## config.mk

```make
export PLATFORM = sky130hd
export DESIGN_NAME = vga_scanout_flat
export DESIGN_NICKNAME = d
export VERILOG_FILES = /design/src/rtl/vga_scanout_if.sv /design/src/rtl/vga_scanout.sv /design/src/flat_wrapper.sv
export SDC_FILE = /design/constraint.sdc
export NUM_CORES = 1
export LEC_CHECK = 0
export BUFFER_PORTS_ARGS = -buffer_cell sky130_fd_sc_hd__buf_2
export CAP_MARGIN = 20
export CORE_ASPECT_RATIO = 0.6
export CORE_MARGIN = 3
export CORE_UTILIZATION = 40
export CTS_CLUSTER_DIAMETER = 150
export DETAILED_ROUTE_END_ITERATION = 8
export MAX_ROUTING_LAYER = met4
export PLACE_DENSITY = 0.63
export SYNTH_ARGS = -nofsm -noshare
export SYNTH_HDL_FRONTEND = slang
export SYNTH_SLANG_ARGS = --single-unit
```

## constraint.sdc

```tcl
create_clock -name clk -period 1.9 [get_ports clk]
set_input_delay 0.285 -clock clk [delete_from_list [all_inputs] [get_ports clk]]
set_output_delay 0.285 -clock clk [all_outputs]
set_load 0.05 [all_outputs]
```

## src/rtl/vga_scanout_if.sv

```systemverilog
// Interface between the VGA scanout stage, the frame RAM wrapper and the DAC pins.
//   master (vga_scanout): drives x_pos/y_pos, hsync/vsync/video_on, vga_r/g/b, frame_end;
//                         receives pixel_color.
//   slave  (RAM/DAC side): drives pixel_color, observes everything else.
interface vga_scanout_if #(
   parameter int unsigned X_ADDRW = 8,
   parameter int unsigned Y_ADDRW = 8
);
   logic               pixel_color;
   logic [X_ADDRW-1:0] x_pos;
   logic [Y_ADDRW-1:0] y_pos;
   logic               hsync;
   logic               vsync;
   logic               video_on;
   logic [3:0]         vga_r;
   logic [3:0]         vga_g;
   logic [3:0]         vga_b;
   logic               frame_end;

   modport master (
      input  pixel_color,
      output x_pos, y_pos, hsync, vsync, video_on, vga_r, vga_g, vga_b, frame_end
   );

   modport slave (
      output pixel_color,
      input  x_pos, y_pos, hsync, vsync, video_on, vga_r, vga_g, vga_b, frame_end
   );
endinterface

```

## src/rtl/vga_scanout.sv

```systemverilog
// SVGA scanout: generates 800x600@60 timing, issues 4x-downscaled frame RAM
// read coordinates and drives sync/enable/RGB aligned with the returned pixel.
//   clk   : pixel clock (40 MHz)
//   reset : synchronous, active-high
//   bus   : vga_scanout_if.master (RAM read address/data, DAC pins, frame_end)
module vga_scanout #(
   parameter int unsigned H_VISIBLE   = 800,
   parameter int unsigned H_FRONT     = 40,
   parameter int unsigned H_SYNC      = 128,
   parameter int unsigned H_BACK      = 88,
   parameter int unsigned V_VISIBLE   = 600,
   parameter int unsigned V_FRONT     = 1,
   parameter int unsigned V_SYNC      = 4,
   parameter int unsigned V_BACK      = 23,
   parameter int unsigned WIDTH       = 200,
   parameter int unsigned HEIGHT      = 150,
   parameter int unsigned SCALE_SHIFT = 2,
   parameter int unsigned RAM_LATENCY = 1,
   parameter bit          SYNC_POL    = 1'b1,
   parameter int unsigned X_ADDRW     = $clog2(WIDTH),
   parameter int unsigned Y_ADDRW     = $clog2(HEIGHT)
) (
   input  logic           clk,
   input  logic           reset,
   vga_scanout_if.master  bus
);

   localparam int unsigned H_CNTW      = 11;
   localparam int unsigned V_CNTW      = 10;
   localparam int unsigned WHOLE_LINE  = H_VISIBLE + H_FRONT + H_SYNC + H_BACK;
   localparam int unsigned WHOLE_FRAME = V_VISIBLE + V_FRONT + V_SYNC + V_BACK;

   localparam logic [H_CNTW-1:0] H_LAST     = H_CNTW'(WHOLE_LINE - 1);
   localparam logic [H_CNTW-1:0] H_VIS_END  = H_CNTW'(H_VISIBLE);
   localparam logic [H_CNTW-1:0] HS_START   = H_CNTW'(H_VISIBLE + H_FRONT);
   localparam logic [H_CNTW-1:0] HS_END     = H_CNTW'(H_VISIBLE + H_FRONT + H_SYNC);
   localparam logic [V_CNTW-1:0] V_LAST     = V_CNTW'(WHOLE_FRAME - 1);
   localparam logic [V_CNTW-1:0] V_VIS_END  = V_CNTW'(V_VISIBLE);
   localparam logic [V_CNTW-1:0] V_VIS_LAST = V_CNTW'(V_VISIBLE - 1);
   localparam logic [V_CNTW-1:0] VS_START   = V_CNTW'(V_VISIBLE + V_FRONT);
   localparam logic [V_CNTW-1:0] VS_END     = V_CNTW'(V_VISIBLE + V_FRONT + V_SYNC);

   logic [H_CNTW-1:0] h_cnt;
   logic [V_CNTW-1:0] v_cnt;

   logic vis_c;
   logic hs_c;
   logic vs_c;
   logic h_wrap_c;

   // Bit 0 is the stage-1 register; bit RAM_LATENCY lines up with pixel_color.
   logic [RAM_LATENCY:0] vis_pipe;
   logic [RAM_LATENCY:0] hs_pipe;
   logic [RAM_LATENCY:0] vs_pipe;

   // Stage-0 decode of the raster position.
   always_comb begin
      h_wrap_c = (h_cnt == H_LAST);
      vis_c    = (h_cnt < H_VIS_END) && (v_cnt < V_VIS_END);
      hs_c     = (h_cnt >= HS_START) && (h_cnt < HS_END);
      vs_c     = (v_cnt >= VS_START) && (v_cnt < VS_END);
   end

   // Raster counters.
   always_ff @(posedge clk) begin
      if (reset) begin
         h_cnt <= '0;
         v_cnt <= '0;
      end else if (h_wrap_c) begin
         h_cnt <= '0;
         v_cnt <= (v_cnt == V_LAST) ? '0 : v_cnt + 1'b1;
      end else begin
         h_cnt <= h_cnt + 1'b1;
      end
   end

   // Stage 1 (RAM address, frame_end), alignment pipeline and pin stage.
   always_ff @(posedge clk) begin
      if (reset) begin
         bus.x_pos     <= '0;
         bus.y_pos     <= '0;
         bus.frame_end <= 1'b0;
         vis_pipe      <= '0;
         hs_pipe       <= '0;
         vs_pipe       <= '0;
         bus.video_on  <= 1'b0;
         bus.hsync     <= ~SYNC_POL;
         bus.vsync     <= ~SYNC_POL;
         bus.vga_r     <= 4'h0;
         bus.vga_g     <= 4'h0;
         bus.vga_b     <= 4'h0;
      end else begin
         bus.x_pos     <= vis_c ? X_ADDRW'(h_cnt >> SCALE_SHIFT) : '0;
         bus.y_pos     <= vis_c ? Y_ADDRW'(v_cnt >> SCALE_SHIFT) : '0;
         // Fires as v_cnt steps into the first blanking line.
         bus.frame_end <= h_wrap_c && (v_cnt == V_VIS_LAST);
         vis_pipe      <= {vis_pipe[RAM_LATENCY-1:0], vis_c};
         hs_pipe       <= {hs_pipe[RAM_LATENCY-1:0], hs_c};
         vs_pipe       <= {vs_pipe[RAM_LATENCY-1:0], vs_c};
         bus.video_on  <= vis_pipe[RAM_LATENCY];
         bus.hsync     <= hs_pipe[RAM_LATENCY] ? SYNC_POL : ~SYNC_POL;
         bus.vsync     <= vs_pipe[RAM_LATENCY] ? SYNC_POL : ~SYNC_POL;
         bus.vga_r     <= (vis_pipe[RAM_LATENCY] && bus.pixel_color) ? 4'hF : 4'h0;
         bus.vga_g     <= (vis_pipe[RAM_LATENCY] && bus.pixel_color) ? 4'hF : 4'h0;
         bus.vga_b     <= (vis_pipe[RAM_LATENCY] && bus.pixel_color) ? 4'hF : 4'h0;
      end
   end

endmodule
```

## src/flat_wrapper.sv

```systemverilog
// flat-port wrapper written by rule: the top's interface ports become plain ports
module vga_scanout_flat 
#(
   parameter int unsigned H_VISIBLE   = 800,
   parameter int unsigned H_FRONT     = 40,
   parameter int unsigned H_SYNC      = 128,
   parameter int unsigned H_BACK      = 88,
   parameter int unsigned V_VISIBLE   = 600,
   parameter int unsigned V_FRONT     = 1,
   parameter int unsigned V_SYNC      = 4,
   parameter int unsigned V_BACK      = 23,
   parameter int unsigned WIDTH       = 200,
   parameter int unsigned HEIGHT      = 150,
   parameter int unsigned SCALE_SHIFT = 2,
   parameter int unsigned RAM_LATENCY = 1,
   parameter bit          SYNC_POL    = 1'b1,
   parameter int unsigned X_ADDRW     = $clog2(WIDTH),
   parameter int unsigned Y_ADDRW     = $clog2(HEIGHT)
)
  (clk, reset, bus_pixel_color, bus_x_pos, bus_y_pos, bus_hsync, bus_vsync, bus_video_on, bus_vga_r, bus_vga_g, bus_vga_b, bus_frame_end);
  vga_scanout_if #(.X_ADDRW(X_ADDRW), .Y_ADDRW(Y_ADDRW)) bus_i ();
  input  logic clk;
  input  logic reset;
  input wire logic [$bits(bus_i.pixel_color)-1:0] bus_pixel_color;
  output wire logic [$bits(bus_i.x_pos)-1:0] bus_x_pos;
  output wire logic [$bits(bus_i.y_pos)-1:0] bus_y_pos;
  output wire logic [$bits(bus_i.hsync)-1:0] bus_hsync;
  output wire logic [$bits(bus_i.vsync)-1:0] bus_vsync;
  output wire logic [$bits(bus_i.video_on)-1:0] bus_video_on;
  output wire logic [$bits(bus_i.vga_r)-1:0] bus_vga_r;
  output wire logic [$bits(bus_i.vga_g)-1:0] bus_vga_g;
  output wire logic [$bits(bus_i.vga_b)-1:0] bus_vga_b;
  output wire logic [$bits(bus_i.frame_end)-1:0] bus_frame_end;
  assign bus_i.pixel_color = bus_pixel_color;
  assign bus_x_pos = bus_i.x_pos;
  assign bus_y_pos = bus_i.y_pos;
  assign bus_hsync = bus_i.hsync;
  assign bus_vsync = bus_i.vsync;
  assign bus_video_on = bus_i.video_on;
  assign bus_vga_r = bus_i.vga_r;
  assign bus_vga_g = bus_i.vga_g;
  assign bus_vga_b = bus_i.vga_b;
  assign bus_frame_end = bus_i.frame_end;
  vga_scanout #(.H_VISIBLE(H_VISIBLE), .H_FRONT(H_FRONT), .H_SYNC(H_SYNC), .H_BACK(H_BACK), .V_VISIBLE(V_VISIBLE), .V_FRONT(V_FRONT), .V_SYNC(V_SYNC), .V_BACK(V_BACK), .WIDTH(WIDTH), .HEIGHT(HEIGHT), .SCALE_SHIFT(SCALE_SHIFT), .RAM_LATENCY(RAM_LATENCY), .SYNC_POL(SYNC_POL), .X_ADDRW(X_ADDRW), .Y_ADDRW(Y_ADDRW)) u_core (.clk(clk), .reset(reset), .bus(bus_i));
endmodule
```

# After elaboration in Yosys (flattened, before gate mapping)
# Cells that the tools add are included.
dict set report totals {
  register_bits 51
  wordCells 35
  out_inout_bits 32
  input_bits 3
}
dict set report classes {
  n_mux 4
  eq_ne 3
  n_reduce_logical 7
  n_lt_le_gt_ge 6
  n_bitwise 1
  n_addsub 2
}
# cell count
set op_table {}
lappend op_table {{$lt 11x10->1 const B} 2}
lappend op_table {{$eq 10x10->1 const B} 2}
lappend op_table {{$lt 10x10->1 const B} 2}
lappend op_table {{$add 11x1->11 const B} 1}
lappend op_table {{$eq 11x11->1 const B} 1}
lappend op_table {{$ge 11x10->1 const B} 1}
lappend op_table {{$add 10x1->10 const B} 1}
lappend op_table {{$ge 10x10->1 const B} 1}
lappend op_table {{$mux 10} 1}
lappend op_table {{$logic_and 1x1->1} 5}
lappend op_table {{$mux 4} 1}
lappend op_table {{$reduce_or 2->1} 2}
lappend op_table {{$mux 1} 2}
lappend op_table {{$not 1->1} 1}

# Longest topological paths before layout
dict set report logic_depth {
  ltp_word 4
  depth_mapped 7
  ltp_nobuf 5
}

# Worst setup path after synthesis
# OpenSTA, ideal clock, no wires.
dict set report synth_timing {
  kind {flip-flop to flip-flop}
  startpoint {reg u_core.h_cnt[0]}
  endpoint {reg u_core.v_cnt[6]}
  setup_slack_ns 0.367
  required_time_ns 1.830
  stages_incl_launch_ff 7
  n_path_buf 1
  arrival_ns 1.463
  period_less_slack_ns 1.533
  setup_ns 0.070
  path_cell_list {dfxtp_1 > ha_1 > and4_1 > buf_6 > nand4_4 > or3_1 > a21oi_1}
}
dict set report synth_via {
  elab_chain_len 1
}
# element line
set synth_rtl {}
lappend synth_rtl {{start: declaration} vga_scanout.sv:43} ;# logic [H_CNTW-1:0] h_cnt;
lappend synth_rtl {{start signal: assignment} vga_scanout.sv:73} ;# h_cnt <= h_cnt + 1'b1;
lappend synth_rtl {{$eq 11x11->1} vga_scanout.sv:58} ;# h_wrap_c = (h_cnt == H_LAST);
lappend synth_rtl {{end signal: assignment} vga_scanout.sv:71} ;# v_cnt <= (v_cnt == V_LAST) ? '0 : v_cnt + 1'b1;
lappend synth_rtl {{end: declaration} vga_scanout.sv:44} ;# logic [V_CNTW-1:0] v_cnt;
# No other way between the ends.
# A chain may end at the register's enable or synchronous reset.

# Final worst setup path
dict set report layout_timing {
  startpoint {reg u_core.h_cnt[0]}
  endpoint {reg u_core.v_cnt[8]}
}
# The elaborated chain is that of the path after synthesis.

==> metrics.md <==
| Metric | Value |
|---|---|
| Status | `finished, final reports clean` |
| Top cell type by total area after synthesis | `dfxtp_1` |
| Max Cap Violations | `0` |
| Synth cell types | `36` |
| Num CTS Buffers | `5` |
| Slew headroom | `approximately two thirds` |
| Slew @ Worst Pin | `0.485 ns` |
| Crit path cell chain | `ha_1, and4_2, nand4_4, or3_1, a21oi_1` |
| Grt ovf | `0` |
| Setup TNS | `0 ns` |
| Tot Pwr | `roughly 1.7 mW` |
| Clk slew on worst S/H paths | `about 0.09 ns` |
| Setup WS pre-CTS | `0.0730 ns` |
| HP Class | `input pin to flip-flop` |
| CP max stage delay | `about 0.40 ns` |
| WL final | `3550 µm` |
| GPL Wtd Cong | `around 0.83` |
| Worst R2R Path Depth | `5` |
| Starting density of the core | `42.5%` |
| Post-Syn Area | `0.00199 mm²` |
| Top delay family on crit path | `simple AND/OR/NAND/NOR gates` |
| Largest net degree at the start of global routing | `21` |
| Post-synthesis sequential area ratio | `48.3%` |
| # H-tree levels | `2` |
| Post-CTS Hold Buffers | `0` |
| Commonest non-fill, non-tap cell in the layout | `dfxtp_1` |
| Cell count after synthesis | `just over 200` |
| Layout cells sized above 1 | `25.2%` |
| Antenna violations before repair | `0` |
| CP max FO | `8` |
| CTS tree | `built` |
| First-pass GRT wire length | `5950 µm` |
| # IOs | `35` |
| Power Density | `between 700 and 800 mW/mm²` |
| Comb power frac | `4.7%` |
| Syn nets | `210` |
| Chip width | `97.0 µm` |
| Clk network pwr share | `36.3%` |
| Port Buffers | `34` |
| Worst setup margin | `0.175 ns` |
| Post-route DRC | `0` |
| Crit share post-route | `90.8%` |
| Max VDD drop | `roughly 0.33 mV` |
| Most frequent cells in the layout | `48 x dfxtp_1, 34 x buf_2, 16 x and2_1` |
| Max stage delay cell, worst path | `dfxtp_1` |
| CP Buf/Inv Count | `0` |
| N_diodes | `0` |
| CP Data Arrival Time | `between 1.5 and 2 ns` |
| WL per Instance | `approximately 12 µm` |
| Number of cell rows | `19` |
| Worst R2R End | `u_core.v_cnt[8]$_SDFFE_PP0P_` |
| FMAX | `580 MHz` |
| CP required | `about 2.1 ns` |
| Tmin final | `roughly 1.7 ns` |
| Die area | `0.00588 mm²` |
| Critical Path Start Type | `flip-flop` |
| Top cell type's share of synthesized area | `48.3%` |
| Core Region | `0.00468 mm²` |
| Clock Path Buffers | `2` |
| CTS root buffer | `clkbuf_8` |
| Total track usage | `13.1%` |
| Setup Skew | `0.00190 ns` |
| DRT iter0 DRCs | `67` |
| Nets@finish | `237` |
| Clock Sinks | `48` |
| Post-DP HPWL | `~2600 µm` |
| Yosys warns | `0` |
| Layout overhead on the synthesized area | `12.1%` |
| Synthesized flop and latch total | `48` |
| # Post-CTS Setup Buffers | `0` |
| Count of pins over their slew limit | `0` |
| Final hold viol count | `0` |
| Internal power | `1.34 mW` |
| Vias in the first global route | `1218` |
| Number of cells upsized or downsized after cts | `0` |
| Hold Path Sink | `u_core.bus.vga_r[2]$_SDFF_PP0_` |
| Net switching power | `398 µW` |
| Hold path startpoint | `bus_pixel_color` |
| Util after Layout | `47.6%` |
| Critical setup path kind | `flip-flop to flip-flop` |
| Worst hold path depth | `2` |
| Die height | `about 61 µm` |
| Endpoints failing setup | `0` |
| LEAKAGE | `0.930 nW` |
| Unrepaired setup endpoints after global routing | `false` |
| DR vias | `1383` |
| Clock latency on the worst-skew pair | `0.29 ns` |
| RR Startpoint | `u_core.h_cnt[0]$_SDFF_PP0_` |
| Pre-Repair DR Iteration Count | `4` |
| R2R Setup Slk | `0.17 ns` |
| Crit. End Element | `flip-flop` |
| ANT nets after route | `0` |
| Reg power frac | `58.9%` |
| Vias per cell | `4.72` |
| Mean post-synth cell area | `9.84 µm²` |
| Sw frac | `22.9%` |
| Top post-synthesis cells by area | `dfxtp_1 48%, and2_1 5.0%, buf_4 4.9%` |
## power by group through the flow
stage	logic [mW]	clock network, mW	registers [mW]
after floorplan	0.0582	0	1.05
after global placement	0.0812	0	1.05
after detailed placement	0.0821	0	1.05
after CTS	0.0821	0.658	1.02
after global routing	0.0896	0.695	1.03
final	0.0820	0.630	1.02
## registers in the layout, indices dropped and copies added (netlist names)
| register | count |
|---|---|
| u_core.bus.x_pos | 8 |
| u_core.hs_pipe | 2 |
| u_core.bus.y_pos | 8 |
| u_core.bus.hsync | 1 |
| u_core.vis_pipe | 2 |
| u_core.h_cnt | 11 |
| u_core.bus.frame_end | 1 |
| u_core.vs_pipe | 2 |
| u_core.bus.vga_r | 1 |
| u_core.bus.vsync | 1 |
| u_core.v_cnt | 10 |
| u_core.bus.video_on | 1 |
## worst register-to-register path: cells and delay by family (launching register included)
kind	cells	cell delay, ns
AO/OA/AOI/OAI	1	0.14
adder cells (fa/ha/maj)	1	0.24
flip-flops	1	0.40
AND/OR/NAND/NOR	3	0.90
## Yosys cell counts, drive strengths merged
| cell | number |
|---|---|
| a2111oi | 1 |
| a21oi | 8 |
| and2 | 18 |
| and3 | 3 |
| and3b | 1 |
| and4 | 2 |
| buf | 17 |
| clkbuf | 2 |
| dfxtp | 48 |
| ha | 5 |
| inv | 6 |
| mux2i | 1 |
| nand2 | 10 |
| nand3 | 9 |
| nand4 | 8 |
| nor2 | 12 |
| nor2b | 6 |
| nor3 | 12 |
| nor3b | 2 |
| nor4 | 3 |
| nor4bb | 1 |
| o21ai | 6 |
| o21bai | 1 |
| o2bb2a | 1 |
| o31ai | 1 |
| or2 | 1 |
| or3 | 5 |
| xnor2 | 5 |
| xor2 | 7 |
## layer usage
layer  up-vias  global-route usage, %  wire [µm]  part of all wire, %
met5         -                      -          0                    0
met4         0                   3.20          6                 0.17
met3         2                   4.48        232                  6.5
met2        38                   17.0       1330                   37
met1       615                   18.9       1980                   56
li1        728                      -          -                    -
## cells by family after synthesis
kind of cell | synth area share, %
and+or+nand+nor | 28.6
DFF | 48.3
buffers and inverters | 8.68
AOI/OAI and AO/OA | 5.41
xor gates and xnor gates | 5.29
adders and majority gates | 3.15
muxes | 0.503
## how the worst max path moves through the flow
stage	from	to	slack (ns)	depth (start not counted)
detailed placement	u_core.h_cnt[0]$_SDFF_PP0_	u_core.v_cnt[3]$_SDFFE_PP0P_	0.07	5
finish	u_core.h_cnt[0]$_SDFF_PP0_	u_core.v_cnt[8]$_SDFFE_PP0P_	0.17	5
CTS	u_core.h_cnt[0]$_SDFF_PP0_	u_core.v_cnt[3]$_SDFFE_PP0P_	0.06	5
global placement	u_core.h_cnt[0]$_SDFF_PP0_	u_core.v_cnt[8]$_SDFFE_PP0P_	0.18	5
global route	u_core.h_cnt[0]$_SDFF_PP0_	u_core.v_cnt[6]$_SDFFE_PP0P_	0.02	5
floorplan	u_core.h_cnt[0]$_SDFF_PP0_	u_core.v_cnt[6]$_SDFFE_PP0P_	0.37	6
## stage by stage
stage	area, µm²	hold WS [ns]	instances
5_1_grt	2230	0.181	293
3_3_place_gp	2120	0.418	285
3_5_place_dp	2120	0.423	285
2_1_floorplan	1990	0.364	202
4_1_cts	2220	0.185	293
6_report	2230	0.190	293
## cell type report
type                       count  area, µm²
timing repair buffer          39        208
fill                         450       2450
inverter                       6       22.5
clock buffer                   6       82.6
tap                           63       78.8
sequential                    48        961
clock inverter                 2       13.8
multi-input combinational    129        863
(Power assumes the default switching activity.)
